`config.mk`:
```
export PLATFORM = sky130hd
export DESIGN_NAME = shift_reg_lr_rotate
export DESIGN_NICKNAME = d
export VERILOG_FILES = /design/src/rtl/shift_reg_lr_rotate.sv
export SDC_FILE = /design/constraint.sdc
export NUM_CORES = 1
export LEC_CHECK = 0
export ABC_CLOCK_PERIOD_IN_PS = 2500
export BUFFER_PORTS_ARGS = -buffer_cell sky130_fd_sc_hd__buf_2
export CAP_MARGIN = 10
export CORE_MARGIN = 4
export CORE_UTILIZATION = 35
export DETAILED_ROUTE_END_ITERATION = 8
export SYNTH_ARGS = -nofsm -noshare
export SYNTH_HDL_FRONTEND = slang
export SYNTH_SLANG_ARGS = --single-unit
```
`constraint.sdc`:
```
create_clock -name clk -period 2.5 [get_ports clk]
set_input_delay 0.375 -clock clk [delete_from_list [all_inputs] [get_ports clk]]
set_output_delay 0.375 -clock clk [all_outputs]
set_load 0.05 [all_outputs]
```
`src/rtl/shift_reg_lr_rotate.sv`:
```
// shift_reg_lr_rotate
// N-bit bidirectional rotate register with synchronous parallel load and a
// rotate enable. Load has priority over rotation; with neither, the register
// holds. The register contents drive the mem output directly.
//
// Optional feature: define SHIFT_REG_LR_ROTATE_ZERO_FLAG_EN to add a
// registered "zero" output. It is high whenever mem is all zeros, and it
// resets to 1. Without the macro, the port and its logic are absent.

module shift_reg_lr_rotate #(
    parameter int N = 8
) (
    input  logic         clk,
    input  logic         reset_n,
    input  logic         en,
    input  logic         right,
    input  logic         load,
    input  logic [N-1:0] data_i,
    output logic [N-1:0] mem
`ifdef SHIFT_REG_LR_ROTATE_ZERO_FLAG_EN
    ,
    output logic         zero
`endif
);

    // A rotate needs at least two bits to be meaningful.
    if (N < 2) begin : g_bad_width
        $error("shift_reg_lr_rotate: N must be at least 2");
    end

    logic [N-1:0] mem_nxt;

    // Next-state selection: load beats rotate, and rotate beats hold.
    always_comb begin
        // NOTE: default assignment first so every path assigns mem_nxt; no latch is inferred.
        mem_nxt = mem;
        if (load) begin
            mem_nxt = data_i;
        end else if (en) begin
            if (right) begin
                mem_nxt = {mem[0], mem[N-1:1]};
            end else begin
                mem_nxt = {mem[N-2:0], mem[N-1]};
            end
        end
    end

    // State register. Asynchronous clear, then commit the selected next state.
    always_ff @(posedge clk or negedge reset_n) begin
        if (!reset_n) begin
            mem <= '0;
        end else begin
            // NOTE: non-blocking assignment keeps every flop sampling pre-edge values.
            mem <= mem_nxt;
        end
    end

`ifdef SHIFT_REG_LR_ROTATE_ZERO_FLAG_EN
    // Zero flag. It is computed from the next state, so it lines up with mem.
    always_ff @(posedge clk or negedge reset_n) begin
        if (!reset_n) begin
            zero <= 1'b1;
        end else begin
            zero <= (mem_nxt == '0);
        end
    end
`endif

endmodule

```
==> results by group, run 1 <==
Timing
  – Setup-failing EPs final: 0
  – Hold Vio Cnt, Final: 0
  – RSZ-0062 raised after global routing: false
  – Post-layout min period: 1.32 ns
  – Max Clk Rate: 759 MHz
  – Clock Skew: 0.00599 ns
  – Worst setup margin: 1.18 ns
  – Tcrit/Tclk final: 0.527
  – Slew margin rel.: 0.776
  – Final hold slack: 0.328 ns
  – Setup TNS: 0 ns
  – Tightest Pin Transition: 0.336 ns
  – Fin. max-slew vios: 0

Final layout
  – Filler cells: 140
  – P&R area growth vs syn: 27.2%
  – Max reg flops: 8
  – Non-filler cells, final: 80
  – Commonest cells after routing, fill and taps aside: 20 x buf_2, 8 x mux2i_1, 8 x nand2_1, 8 x dfrtp_1
  – Top reg by flops: mem
  – Ant diodes: 0
  – Final core utilization: 0.467
  – Nets@finish: 80
  – Share of post-route cells with drive strength above 1: 0.477
  – Registers with the most flip-flops: mem: 8 flops
  – Most common cell after layout, fill and taps aside: buf_2

Power and ir drop
  – Pwr Density: 635 nW/um^2
  – Maximum vdd ir drop: 0.000204 V
  – Power share of the clock group: 0.272
  – Switching power: 0.147 mW
  – Seq pwr share: 0.409
  – Pint: 0.239 mW
  – Sw frac: 0.380
  – Lkg Pwr: 0.300 nW
  – Comb power frac: 0.319

Route
  – DR iter-0 viols: 10
  – Post-route DRC: 0
  – Wire per inst: 14.5 um
  – Post-DRT Antenna Nets: 0
  – Vias: 415
  – Routed WL: 1160 um
  – Drt first pass iters: 4
  – Vias per inst: 5.19

Clocking
  – TritonCTS Buffers: 3
  – Clk sink count: 8
  – CTS tree: built
  – H-Tree Depth: 1
  – Clock transition at the registers of the reported paths: 0.05 ns
  – CTS Hold Bufs: 1
  – Root buf cell: clkbuf_4
  – Clock buffer depth: 2
  – Clock Latency Late Sink: 0.26 ns
  – Setup bufs post-CTS: 0
  – Cells resized by post-CTS repair: 0

Worst setup path
  – CP Cell Sequence: buf_2
  – Worst setup SP type: register
  – Setup CP Type: reg2out
  – CP Max Fanout: 4
  – CP max-delay cell: dfrtp_1
  – Data arrival, critical path: 0.94 ns
  – Max incr delay on CP: 0.40 ns
  – R2R Setup Slk: 1.47 ns
  – Worst EP required: 2.12 ns
  – Crit end category: primary output
  – Worst path top cell family by delay: flip-flops
  – WP buf/inv: 1

GRT
  – Initial antenna violation count: 0
  – Global Route Usage Sum: 0.130
  – First-pass GRT wire length: 1840 um
  – Vias in the first global route: 407
  – Largest net degree at the start of global routing: 18
  – Grt ovf: 0

Yosys
  – Mapped Nets: 57
  – Top cells by area, synth: dfrtp_1 42%, mux2i_1 17%, or3b_2 11%
  – Distinct cells, synth: 10
  – Post-synthesis area per instance: 10.9 um^2
  – Flops & latches, synth: 8
  – Warnings from Yosys: 0
  – Syn Inst Count: 44
  – Post-synthesis sequential area ratio: 0.419
  – Post-Syn Area: 478 um^2
  – Share of the synthesized area in the top cell type: 0.419
  – Post-synth top area cell: dfrtp_1

Floorplanning
  – Core Region: 1300 um^2
  – I/O pins: 21
  – Die area: 2020 um^2
  – Die Wd: 45.0 um
  – Initial Utilization: 0.367
  – Standard-cell rows: 13
  – Die height: 45.0 um

Place
  – Port buffer count: 20
  – Pre-CTS setup slack: 1.24 ns
  – Placer congestion estimate: 0.690
  – Dpl cells: 76

Run status
  – Status: finished clean

Min path
  – Hold WC Path Type: in2reg

Run
  – MaxCap Viol Count: 0
==> power groups by stage <==
stage / Combinational (mW) / Clock [mW] / Sequential (mW)
4_1_cts: 0.124 / 0.106 / 0.158
6_report: 0.123 / 0.105 / 0.158
2_1_floorplan: 0.0412 / 0 / 0.207
3_3_place_gp: 0.122 / 0 / 0.160
3_5_place_dp: 0.123 / 0 / 0.161
5_1_grt: 0.132 / 0.112 / 0.160
==> final timing paths <==
kind,cells after the start,endpoint,start
setup reg to reg,2,mem[0],mem[0]
hold / removal,3,mem[2],data_i[2]
setup / recovery,1,mem[0],mem[0]
max in group asynchronous,2,mem[3],reset_n
min in group asynchronous,2,mem[6],reset_n
hold reg to reg,2,mem[2],mem[1]
==> logic make-up (layout without fill, tap and decap cells) <==
logic type / count (synthesis) / after routing / synth area share
buffers and inverters: 3 / 24 / 0.0445
multiplexers: 8 / 8 / 0.168
AO/OA/AOI/OAI: 8 / 8 / 0.147
AND/OR/NAND/NOR: 17 / 17 / 0.223
flip-flops: 8 / 8 / 0.419
==> stage by stage <==
step                power [mW]  instance area, um^2
global placement         0.282                  576
floorplan                0.248                  478
CTS                      0.389                  608
detailed placement       0.284                  576
global route             0.405                  608
finish                   0.386                  608
==> Yosys cell counts <==
master    instances
buf_2             2
buf_6             1
dfrtp_1           8
mux2i_1           8
nand2_1           8
nand2b_1          1
o211ai_1          6
o211ai_2          2
or3b_1            2
or3b_2            6
==> final cells by class <==
class,instances,area [um^2],area share
timing repair buffer,21,110,0.181
clock buffer,3,22.5,0.0370
multi-input combinational,33,256,0.422
tap,15,18.8,0.0309
sequential,8,200,0.329
==> routing by layer <==
metal,routed length (um),vias to the layer above,GRT usage
met5,0,-,0
li1,-,206,-
met3,122,3,0.0518
met2,457,21,0.167
met4,27,0,0.0877
met1,550,185,0.175
Power figures use the tool's default switching activity.
==> run 2, diff against run 1 <==
- ABC_AREA: not set -> 1
- ABC_CLOCK_PERIOD_IN_PS: 2500 -> 1100
- clock period: 2.5 -> 1.1 ns (I/O delays scaled with it)
==> run 2 against run 1 <==
Against the previous run: clock skew is 0.0011 ns lower; first-iteration DRC count fell by 10%; clock power increased by 130%; critical path type unchanged; sequential power increased by 120%; area after synthesis rose by 4.2%; largest cell class unchanged; combinational power rose by 130%; hold slack lost 0.17 ns.
==> results by group, run 2 <==
Min path
  – Worst hold path stage count: 5
  – Hold WC Path Type: in2reg

Floorplanning
  – Die area: 2090 um^2
  – I/O pins: 21
  – Die height: 45.7 um
  – Standard-cell rows: 13
  – Die Wd: 45.7 um
  – Initial Utilization: 0.378
  – Core Region: 1320 um^2

Final layout
  – Nets@finish: 115
  – P&R area growth vs syn: 28.4%
  – Most common cell after layout, fill and taps aside: nand2_1
  – Final core utilization: 0.485
  – Registers with the most flip-flops: mem: 8 flops
  – Commonest cells after routing, fill and taps aside: 40 x nand2_1, 15 x buf_2, 14 x inv_1
  – Top reg by flops: mem
  – Max reg flops: 8
  – Ant diodes: 0
  – Share of post-route cells with drive strength above 1: 0.250
  – Filler cells: 146

Yosys
  – Post-synth top flop: dfrtp_1
  – Synth Area in Simple Gates: 0.367
  – Syn Inst Count: 78
  – Post-Syn Area: 498 um^2
  – Mux cell area share after synthesis: 0
  – Synth Area in XOR/XNOR: 0
  – Distinct cells, synth: 7
  – EDFF count, synth: 0
  – Largest family of logic cells by synthesized area: simple AND/OR/NAND/NOR gates
  – Post-synth top area cell: dfrtp_1
  – Synth Area in Adders: 0
  – Post-synthesis sequential area ratio: 0.402
  – Top post-synthesis cells by count: 40 x nand2_1, 14 x inv_1, 8 x a21oi_1, 8 x dfrtp_1, 4 x nand3_1
  – Flops & latches, synth: 8
  – Top cells by area, synth: dfrtp_1 40%, nand2_1 30%, inv_1 11%
  – Share of the synthesized area in the top cell type: 0.402
  – Asr flop ratio synth: 1.00
  – Post-synthesis area per instance: 6.38 um^2
  – Compound-cell area share of the yosys netlist: 0.0804
  – Warnings from Yosys: 0
  – Mapped Nets: 91
  – Most frequent cell after synthesis: nand2_1

GRT
  – Global Route met3 Usage: 0.0356
  – Global Route Usage Sum: 0.129
  – Routing usage on met1: 0.192
  – Largest net degree at the start of global routing: 11
  – Met2 Track Usage GR: 0.164
  – GRT busiest layer: met1
  – Initial antenna violation count: 0
  – Vias in the first global route: 462
  – Grt ovf: 0
  – First-pass GRT wire length: 1950 um

Clocking
  – Clk sink count: 8
  – Clock transition at the registers of the reported paths: 0.06 ns
  – CTS tree: built
  – H-Tree Depth: 1
  – Clock Latency Late Sink: 0.26 ns
  – Root buf cell: clkbuf_4
  – Setup bufs post-CTS: 0
  – TritonCTS Buffers: 3
  – Clock buffer depth: 2

Route
  – DR iter-0 viols: 9
  – Wire per inst: 10.1 um
  – Post-route DRC: 0
  – Post-DRT Antenna Nets: 0
  – Vias: 520
  – Routed WL: 1160 um
  – Drt first pass iters: 4
  – Vias per inst: 4.52

Worst setup path
  – FF-to-FF path depth: 4
  – Max incr delay on CP: 0.39 ns
  – WP depth: 1
  – Worst path top cell family by delay: flip-flops
  – Worst EP required: 0.94 ns
  – Data arrival, critical path: 0.90 ns
  – CP Cell Sequence: clkbuf_4
  – Crit end category: primary output
  – Setup CP Type: reg2out
  – Worst setup SP type: register
  – WP buf/inv: 1
  – CP max-delay cell: dfrtp_1
  – CP Max Fanout: 4
  – R2R Setup Slk: 0.33 ns

Power and ir drop
  – Total power: 0.880 mW
  – Lkg Pwr: 0.422 nW
  – Pwr Density: 1380 nW/um^2
  – Maximum vdd ir drop: 0.000576 V

Run
  – MaxCap Viol Count: 0

Timing
  – Slew margin rel.: 0.771
  – Post-layout min period: 1.07 ns
  – RSZ-0062 raised after global routing: false
  – Fin. max-slew vios: 0
  – Setup TNS: 0 ns
  – Worst setup margin: 0.0303 ns
  – Final hold slack: 0.161 ns
  – Tcrit/Tclk final: 0.972
  – Setup-failing EPs final: 0
  – Clock Skew: 0.00494 ns
  – Hold Vio Cnt, Final: 0
  – Tightest Pin Transition: 0.344 ns
  – Max Clk Rate: 935 MHz

Place
  – Pre-CTS setup slack: 0.177 ns
  – Port buffer count: 20
  – Dpl hpwl: 868 um
  – Placer congestion estimate: 0.741

Run status
  – Status: finished clean
==> run 2: cell count changes after synthesis, sizes merged <==
cell,previous run,this run
nand2,8,40
inv,0,14
a21oi,0,8
mux2i,8,0
o211ai,8,0
or3b,8,0
nand3,0,4
nor2,0,2
buf,3,2
nand2b,1,0
==> run 2: report_power, final <==
part           internal, mW  total, mW  leakage (nW)  switching, mW
Combinational        0.0855      0.289         0.310          0.204
Sequential            0.326      0.353        0.0975         0.0270
Clock                 0.126      0.238        0.0138          0.112
Total                 0.537      0.880         0.422          0.343
==> run 2: stage by stage <==
| stage | instances | instance area (um^2) |
|---|---|---|
| detailed placement | 111 | 594 |
| CTS | 115 | 629 |
| finish | 115 | 639 |
| global route | 115 | 639 |
| floorplan | 78 | 498 |
| global placement | 111 | 594 |
==> run 2: worst paths after layout <==
check,start,to
worst min-delay path,data_i[4],mem[4]
max in group asynchronous,reset_n,mem[3]
min in group asynchronous,reset_n,mem[4]
worst max-delay path,mem[4],mem[4]
worst min register to register,mem[3],mem[3]
worst max register to register,mem[1],mem[2]
==> run 2: final cells by class <==
type	count	area, um^2	share of cell area
multi-input combinational	54	223	0.348
sequential	8	200	0.313
timing repair buffer	21	123	0.192
inverter	14	52.6	0.0822
clock buffer	3	22.5	0.0352
tap	15	18.8	0.0294
==> run 2: repair_timing <==
action | CTS | global route
endpoints found under the hold margin | 8 | 0
setup endpoints to repair | 1 | 4
cloned | 0 | 0
pin swaps | 0 | 0
hold buffers | 1 | 0
resized for setup | 1 | 4
==> run 2: logic make-up (layout without fill, tap and decap cells) <==
logic type,Yosys count,in the layout
compound gates,8,8
simple gates,46,46
flops,8,8
buf+inv,16,38
==> run 2: metal layers <==
| layer | wire length [um] | up-vias |
|---|---|---|
| li1 | - | 279 |
| met4 | 19 | 0 |
| met2 | 474 | 16 |
| met1 | 566 | 221 |
| met3 | 101 | 4 |
| met5 | 0 | - |
